==> config.mk <==
export PLATFORM = sky130hd
export DESIGN_NAME = trig_tag_capture
export DESIGN_NICKNAME = d
export VERILOG_FILES = /design/src/rtl/trig_tag_capture.sv
export SDC_FILE = /design/constraint.sdc
export NUM_CORES = 1
export LEC_CHECK = 0
export CORE_MARGIN = 3
export CORE_UTILIZATION = 30
export CTS_CLUSTER_DIAMETER = 200
export DETAILED_ROUTE_END_ITERATION = 12
export PLACE_DENSITY_LB_ADDON = 0.05
export SETUP_SLACK_MARGIN = 0.02
export SYNTH_ARGS = -nofsm -noshare
export SYNTH_HDL_FRONTEND = slang
export SYNTH_SLANG_ARGS = --single-unit
==> constraint.sdc <==
create_clock -name clk -period 6.05 [get_ports clk]
set_input_delay 0.9075 -clock clk [delete_from_list [all_inputs] [get_ports clk]]
set_output_delay 0.9075 -clock clk [all_outputs]
set_load 0.02 [all_outputs]
==> src/rtl/trig_tag_capture.sv <==
// Synchronises an asynchronous trigger, applies a dead time after each accepted
// rising edge and queues the PPS-relative cycle count of each edge in an FWFT FIFO.
module trig_tag_capture #(
  parameter int CNT_W       = 27,
  parameter int FIFO_DEPTH  = 4,
  parameter int DEAD_CYC    = 8,
  parameter int SYNC_STAGES = 2
) (
  input  logic                          clk,
  input  logic                          rst_n,
  input  logic                          trig_in,
  input  logic                          pps_in,
  output logic [CNT_W-1:0]              tag_data,
  output logic                          tag_valid,
  input  logic                          tag_ready,
  output logic [$clog2(FIFO_DEPTH):0]   fifo_level,
  output logic                          overflow,
  input  logic                          clr_ovf,
  output logic                          dead_busy
);
  localparam int AW = $clog2(FIFO_DEPTH);
  localparam int LW = AW + 1;
  localparam int DW = (DEAD_CYC > 1) ? $clog2(DEAD_CYC) : 1;

  typedef enum logic {IDLE, DEAD} state_t;

  logic [SYNC_STAGES-1:0] sync_q, sync_d;
  logic                   sd_q, sd_d;
  logic [CNT_W-1:0]       cnt_q, cnt_d;
  state_t                 state_q, state_d;
  logic [DW-1:0]          dcnt_q, dcnt_d;
  logic [CNT_W-1:0]       mem_q [FIFO_DEPTH];
  logic [CNT_W-1:0]       mem_d [FIFO_DEPTH];
  logic [AW-1:0]          wr_q, wr_d, rd_q, rd_d;
  logic [LW-1:0]          level_q, level_d;
  logic                   ovf_q, ovf_d;
  logic                   trig_edge, push_req, do_push, do_pop, full;

  always_comb begin
    sync_d    = {sync_q[SYNC_STAGES-2:0], trig_in};
    sd_d      = sync_q[SYNC_STAGES-1];
    trig_edge = sync_q[SYNC_STAGES-1] & ~sd_q;
    // Saturate rather than wrap so a missing PPS never yields small, plausible tags
    if (pps_in)      cnt_d = '0;
    else if (&cnt_q) cnt_d = cnt_q;
    else             cnt_d = cnt_q + CNT_W'(1);
  end

  always_comb begin
    state_d  = state_q;
    dcnt_d   = dcnt_q;
    push_req = 1'b0;
    case (state_q)
      IDLE: if (trig_edge) begin
        push_req = 1'b1;
        if (DEAD_CYC > 0) begin
          state_d = DEAD;
          dcnt_d  = DW'(DEAD_CYC - 1);
        end
      end
      DEAD: begin
        if (dcnt_q == '0) state_d = IDLE;
        else              dcnt_d  = dcnt_q - DW'(1);
      end
    endcase
  end

  assign tag_valid  = (level_q != '0);
  assign tag_data   = mem_q[rd_q];
  assign fifo_level = level_q;
  assign overflow   = ovf_q;
  assign dead_busy  = (state_q == DEAD);

  always_comb begin
    full    = (level_q == LW'(FIFO_DEPTH));
    do_pop  = tag_valid & tag_ready;
    // When full, a simultaneous pop frees the head slot, which is the write slot
    do_push = push_req & (~full | do_pop);
    mem_d   = mem_q;
    if (do_push) mem_d[wr_q] = cnt_q;
    wr_d    = do_push ? wr_q + AW'(1) : wr_q;
    rd_d    = do_pop  ? rd_q + AW'(1) : rd_q;
    level_d = level_q + LW'(do_push) - LW'(do_pop);
    ovf_d   = (push_req & full & ~do_pop) | (ovf_q & ~clr_ovf);
  end

  always_ff @(posedge clk or negedge rst_n) begin
    if (!rst_n) begin
      sync_q  <= '0;
      sd_q    <= 1'b0;
      cnt_q   <= '0;
      state_q <= IDLE;
      dcnt_q  <= '0;
      for (int i = 0; i < FIFO_DEPTH; i++) mem_q[i] <= '0;
      wr_q    <= '0;
      rd_q    <= '0;
      level_q <= '0;
      ovf_q   <= 1'b0;
    end else begin
      sync_q  <= sync_d;
      sd_q    <= sd_d;
      cnt_q   <= cnt_d;
      state_q <= state_d;
      dcnt_q  <= dcnt_d;
      mem_q   <= mem_d;
      wr_q    <= wr_d;
      rd_q    <= rd_d;
      level_q <= level_d;
      ovf_q   <= ovf_d;
    end
  end
endmodule

# Yosys cells after proc, flatten, opt, wreduce, memory -nomap -nowiden
# Index checks and enable logic that the tools add are counted.
# totals
latch_bits,0
n_memories,0
out_inout_bits,33
reg_bits,150
input_bits,6
mem_bits_ro,0
word_cells,61
ram_bits,0
# op_classes
addsub,6
multipliers,0
bitwise,15
n_mux,15
div,0
n_eq_ne,4
n_lt_le_gt_ge,3
reduce_logical,5
shift,0
# ops
operator,n
2-to-1 mux 27 bit,5
bitwise mux 108 bit,1
binary-select mux 27 bit (select 2 bit),1
demux 27 bit (select 2 bit),1
adder 27 x 1 -> 27 bit (second input constant),1
AND reduction 27 bit,1
bitwise AND 1 bit,6
greater-or-equal comparator 3 bit (second input constant),2
2-to-1 mux 3 bit,2
!= test 2 bit (second input constant),3
inverter 2 -> 3 bit,2
one-hot mux 3 bit (2 select lines),1
inverter 1 bit,5
adder 2 x 1 -> 2 bit (second input constant),2
adder 3 x 1 -> 3 bit,1
== test 3 bit (second input constant),1
logical NOT 3 bit,1
< comparator 3 x 1 -> 1 bit (second input constant),1
2-to-1 mux 1 bit,3
nonzero test 3 bit,1
subtractor 3 x 1 -> 3 bit,1
subtractor 3 x 1 -> 3 bit (second input constant),1
OR 1 bit,2
one-hot mux 1 bit (2 select lines),1
2 further kinds,2

# Depth between registers and ports, before layout
# depth
depth_word,7
ltp_mapped,9

# Worst setup path before layout
# Ideal clock, no wire load.
# synth_timing
path_kind,input port to flip-flop
start,input port tag_ready
end,"register level_q[2], in the netlist fifo_level[2]"
path_stages,9
t_required_ns,5.927
setup_time_ns,0.123
setup_slack_ns,3.273
arrival_ns,2.655
cell_sequence,or4b_1 and3_1 buf_2 inv_1 ha_1 inv_1 ha_1 fa_1 xnor2_1
# synth_between
elab_chain_cells,5
# synth_lines
item,line_no,rtl
"start, declared",15,"input logic tag_ready,"
bitwise AND 1 bit (*),76,do_pop = tag_valid & tag_ready;
OR 1 bit,78,do_push = push_req & (~full | do_pop);
bitwise AND 1 bit,78,
adder 3 x 1 -> 3 bit,83,level_d = level_q + LW'(do_push) - LW'(do_pop);
subtractor 3 x 1 -> 3 bit (*),83,
via level_d[2],35,"logic [LW-1:0] level_q, level_d;"
"end signal, assigned",108,level_q <= level_d;
"end, declared",35,
# Mark *: on every way through the listed nets, which the timed path passes. The rest lies on a longest branch.
# A chain may end at the register's enable or synchronous reset.

# Worst setup path in the final report
# layout_timing
start,register rd_q[0]
end,output port tag_data[24]
# layout_between
elab_chain_cells,4
# layout_lines
item,line_no,rtl
"start, declared",34,"logic [AW-1:0] wr_q, wr_d, rd_q, rd_d;"
"start signal, assigned",107,rd_q <= rd_d;
inverter 2 -> 3 bit (not written as such),69,assign tag_data = mem_q[rd_q];
binary-select mux 27 bit (select 2 bit),69,
2-to-1 mux 27 bit (not written as such) (2 in a row),69,
"end, declared",13,"output logic [CNT_W-1:0] tag_data,"
# Every way passes these cells. The select of a mux whose other input is x is not followed.

==> key figures <==
STA
  • Final Critical Period: 3700 ps
  • RSZ-0062 raised after global routing: false
  • Final clock skew: between 8 and 9 ps
  • Slew Viols, Final: 0
  • Final Hold Fails: 0
  • Final worst-path cycle share: 61.16%
  • Setup TNS: 0 ps
  • Fmax: 270.3 MHz
  • Setup violations, final: 0
  • Slew @ Worst Pin: about 930 ps
  • Relative slew slack: 37.72%

Route
  • Post-DR vias/cell: 4.752
  • Routed Wire Length: around 15 mm
  • Remaining DRCs: 0
  • Wire per inst: 17.59 µm
  • Number of DRC markers in iteration 0: 192
  • DRT antenna net count: 0
  • Pre-antenna DRT Iters: 4
  • Vias: 4,044

Setup path
  • Crit start category: flip-flop
  • Crit. End Element: output port
  • Slowest cell on the critical path: dfrtp_2
  • Cell family with most CP delay: buffers and inverters
  • Crit-path max cell delay: roughly 760 ps
  • FF-to-FF End: mem_q[66]
  • CP Depth: 3
  • Critical path required time: 5140 ps
  • CP Max Fanout: 15
  • Worst R2R Path Depth: 4
  • RR Startpoint: fifo_level[1]
  • Kind of critical path: flip-flop to output port
  • Critical-path cell list: buf_4 -> mux4_2 -> clkdlybuf4s50_1
  • Critical path buffer and inverter count: 2
  • Critical Path AT: ~2800 ps
  • R2R setup slack: approximately 3500 ps
  • CP startpoint: rd_q[0]

Logic synthesis
  • Net count after synthesis: 513
  • Ys flop type: dfrtp_1
  • Synth Register Bits: 150
  • Avg Inst Size Synth: 14.06 µm²
  • Mapped cell area: ~7000 µm²
  • Ys async rst share: 100.0%
  • Mapped Cells: 497
  • Yosys top cell area share: 53.72%
  • Register area share after synthesis: 53.72%
  • Dominant cells by area after synthesis: dfrtp_1 54%, mux2_2 17%, mux4_2 8.7%
  • Cell taking the most area after synthesis: dfrtp_1
  • Cell variety after synth: between 50 and 60
  • YS warnings: 0
  • Post-synth EDFFs: 0

Worst hold path
  • Worst min-delay path class: flip-flop to flip-flop
  • Hold path endpoint: sync_q[1]
  • Hold Path Depth: 0
  • Hold path startpoint: sync_q[0]

Finish
  • ANT cells: 0
  • Area delta synth->final: 18.01%
  • Area of the multi-input gates: 2948 µm²
  • Filler Cell Count: 2,175
  • NumNets Final: 541
  • Most frequent cells in the layout: 148 x dfrtp_1, 106 x mux2_2, 37 x clkdlybuf4s50_1
  • Final Instance Area: 8247 µm²
  • Sequential Area: 3756 µm²
  • Commonest non-fill, non-tap cell in the layout: dfrtp_1
  • Share of cells above drive strength 1: approximately a third

GRT
  • Global Route Usage Sum: 13.18%
  • Largest net degree at the start of global routing: 91
  • Global route overflow: 0
  • Vias in the first global route: 4,404
  • First-pass GRT wire length: 25.02 mm
  • Initial antenna violation count: 0

Power and ir drop
  • Internal: 2.203 mW
  • Clock Power Share: 41.6%
  • Sequential fraction of design power: 41.1%
  • P_leak: about 3.8 nW
  • Switching Fraction: 27.07%
  • Worst vdd ir: 0.2107 mV
  • Total power: 3.021 mW
  • Logic pwr share: 17.3%
  • PwrDens: 366.3 nW/µm²
  • NetSw: 817.6 µW

Floorplan
  • Initial Utilization: 30.68%
  • Core Rows: 55
  • Die Y: 158.6 µm
  • Core box area: 22,780 µm²
  • Die Wd: 158.6 µm
  • # IOs: 39
  • Die ar.: 25,160 µm²

Clock tree
  • Setup Fix Bufs, Post-CTS: 0
  • Hold Buf Count CTS: 0
  • Total CTS buffers: 17
  • Clock Path Buffers: 2
  • Clock Latency Late Sink: between 400 and 500 ps
  • Clock tree from TritonCTS: built
  • H-tree levels: 4
  • Root Driver: clkbuf_16
  • CTS resizes: 0
  • Clock transition at path regs: roughly 60 ps
  • Clock Sinks: 150

Placement
  • Gpl congestion: 0.7376
  • HPWL Detailed: 8.959 mm
  • Area post-placement: 7552 µm²
  • # port buffers: 38

Run status
  • Status: complete, no violations

Job
  • Max-capacitance violation count: 0
layout make-up:
cell class,instances,share of cell area [%]
Sequential cell,150,45.55
Tap cell,313,4.749
Inverter,12,0.5462
Clock buffer,19,5.371
Timing Repair Buffer,42,4.992
Clock inverter,13,3.050
Multi-Input combinational cell,302,35.75
power groups by stage:
stage	clock network, mW	logic [mW]	registers (mW)
finish	1.26	0.522	1.24
global route	1.34	0.582	1.27
CTS	1.30	0.541	1.25
detailed placement	0	0.542	1.27
global placement	0	0.533	1.26
floorplan	0	0.411	1.18
cell usage after synthesis (2+ instances only):
library cell / n
xor2_1: 3
mux2_2: 106
and3_1: 4
a41oi_1: 2
nand4_4: 2
nor2b_1: 6
and4_1: 2
nor3_1: 7
clkbuf_1: 7
mux4_2: 27
inv_1: 12
o21ai_0: 6
nand2_1: 18
ha_1: 9
buf_8: 2
and2_1: 4
a31oi_1: 2
nand4_1: 2
or3_2: 2
dfrtp_1: 150
nor2_1: 18
a21oi_1: 15
or4_1: 4
or3_1: 6
nand2_2: 4
nand3_1: 9
buf_2: 8
buf_6: 3
buf_4: 11
o31ai_1: 5
or4_2: 3
o21ai_1: 6
mux2_1: 6
nor4_1: 3
xnor2_1: 5
cells by family (layout without fill, tap and decap cells):
| group | after synthesis | count (layout) | share of synthesized area, % |
|---|---|---|---|
| AND/OR/NAND/NOR | 103 | 103 | 8.935 |
| flip-flops | 150 | 150 | 53.72 |
| AO/OA/AOI/OAI | 41 | 41 | 3.456 |
| multiplexers | 140 | 140 | 26.89 |
| buffers and inverters | 45 | 86 | 4.100 |
| XOR/XNOR | 8 | 8 | 1.003 |
| adder cells (fa/ha/maj) | 10 | 10 | 1.898 |
state kept, by name, summed over array words and instances, names as in the netlist:
name	count
mem_q	108
dcnt_q	3
wr_q	2
cnt_q	27
dead_busy	1
sync_q	2
rd_q	2
fifo_level	3
overflow	1
sd_q	1
metal layers:
layer | wire, µm | up-vias | part of all wire [%] | track usage, %
li1 | - | 1878 | - | -
met1 | 7266 | 2097 | 49 | 17.39
met2 | 7007 | 53 | 47 | 21.07
met3 | 490 | 16 | 3.3 | 3.615
met4 | 203 | 0 | 1.4 | 4.383
met5 | 0 | - | 0 | 0
worst max-delay path by stage:
stage,slack [ps],to
after floorplan,3270,fifo_level[2]
after global placement,2560,mem_q[41]
after detailed placement,2520,mem_q[66]
after CTS,2230,tag_data[26]
after global routing,2160,tag_data[24]
final,2350,tag_data[24]
stage by stage:
step	hold WS, ps	setup slack, ps	util, %	std cells
after detailed placement	342.0	2518	33.16	819
final	354.0	2350	36.20	851
after global routing	378.3	2159	36.20	851
after global placement	337.9	2565	33.16	819
after floorplan	331.2	3273	-	497
after CTS	357.4	2231	36.20	851
(Power assumes the default switching activity.)
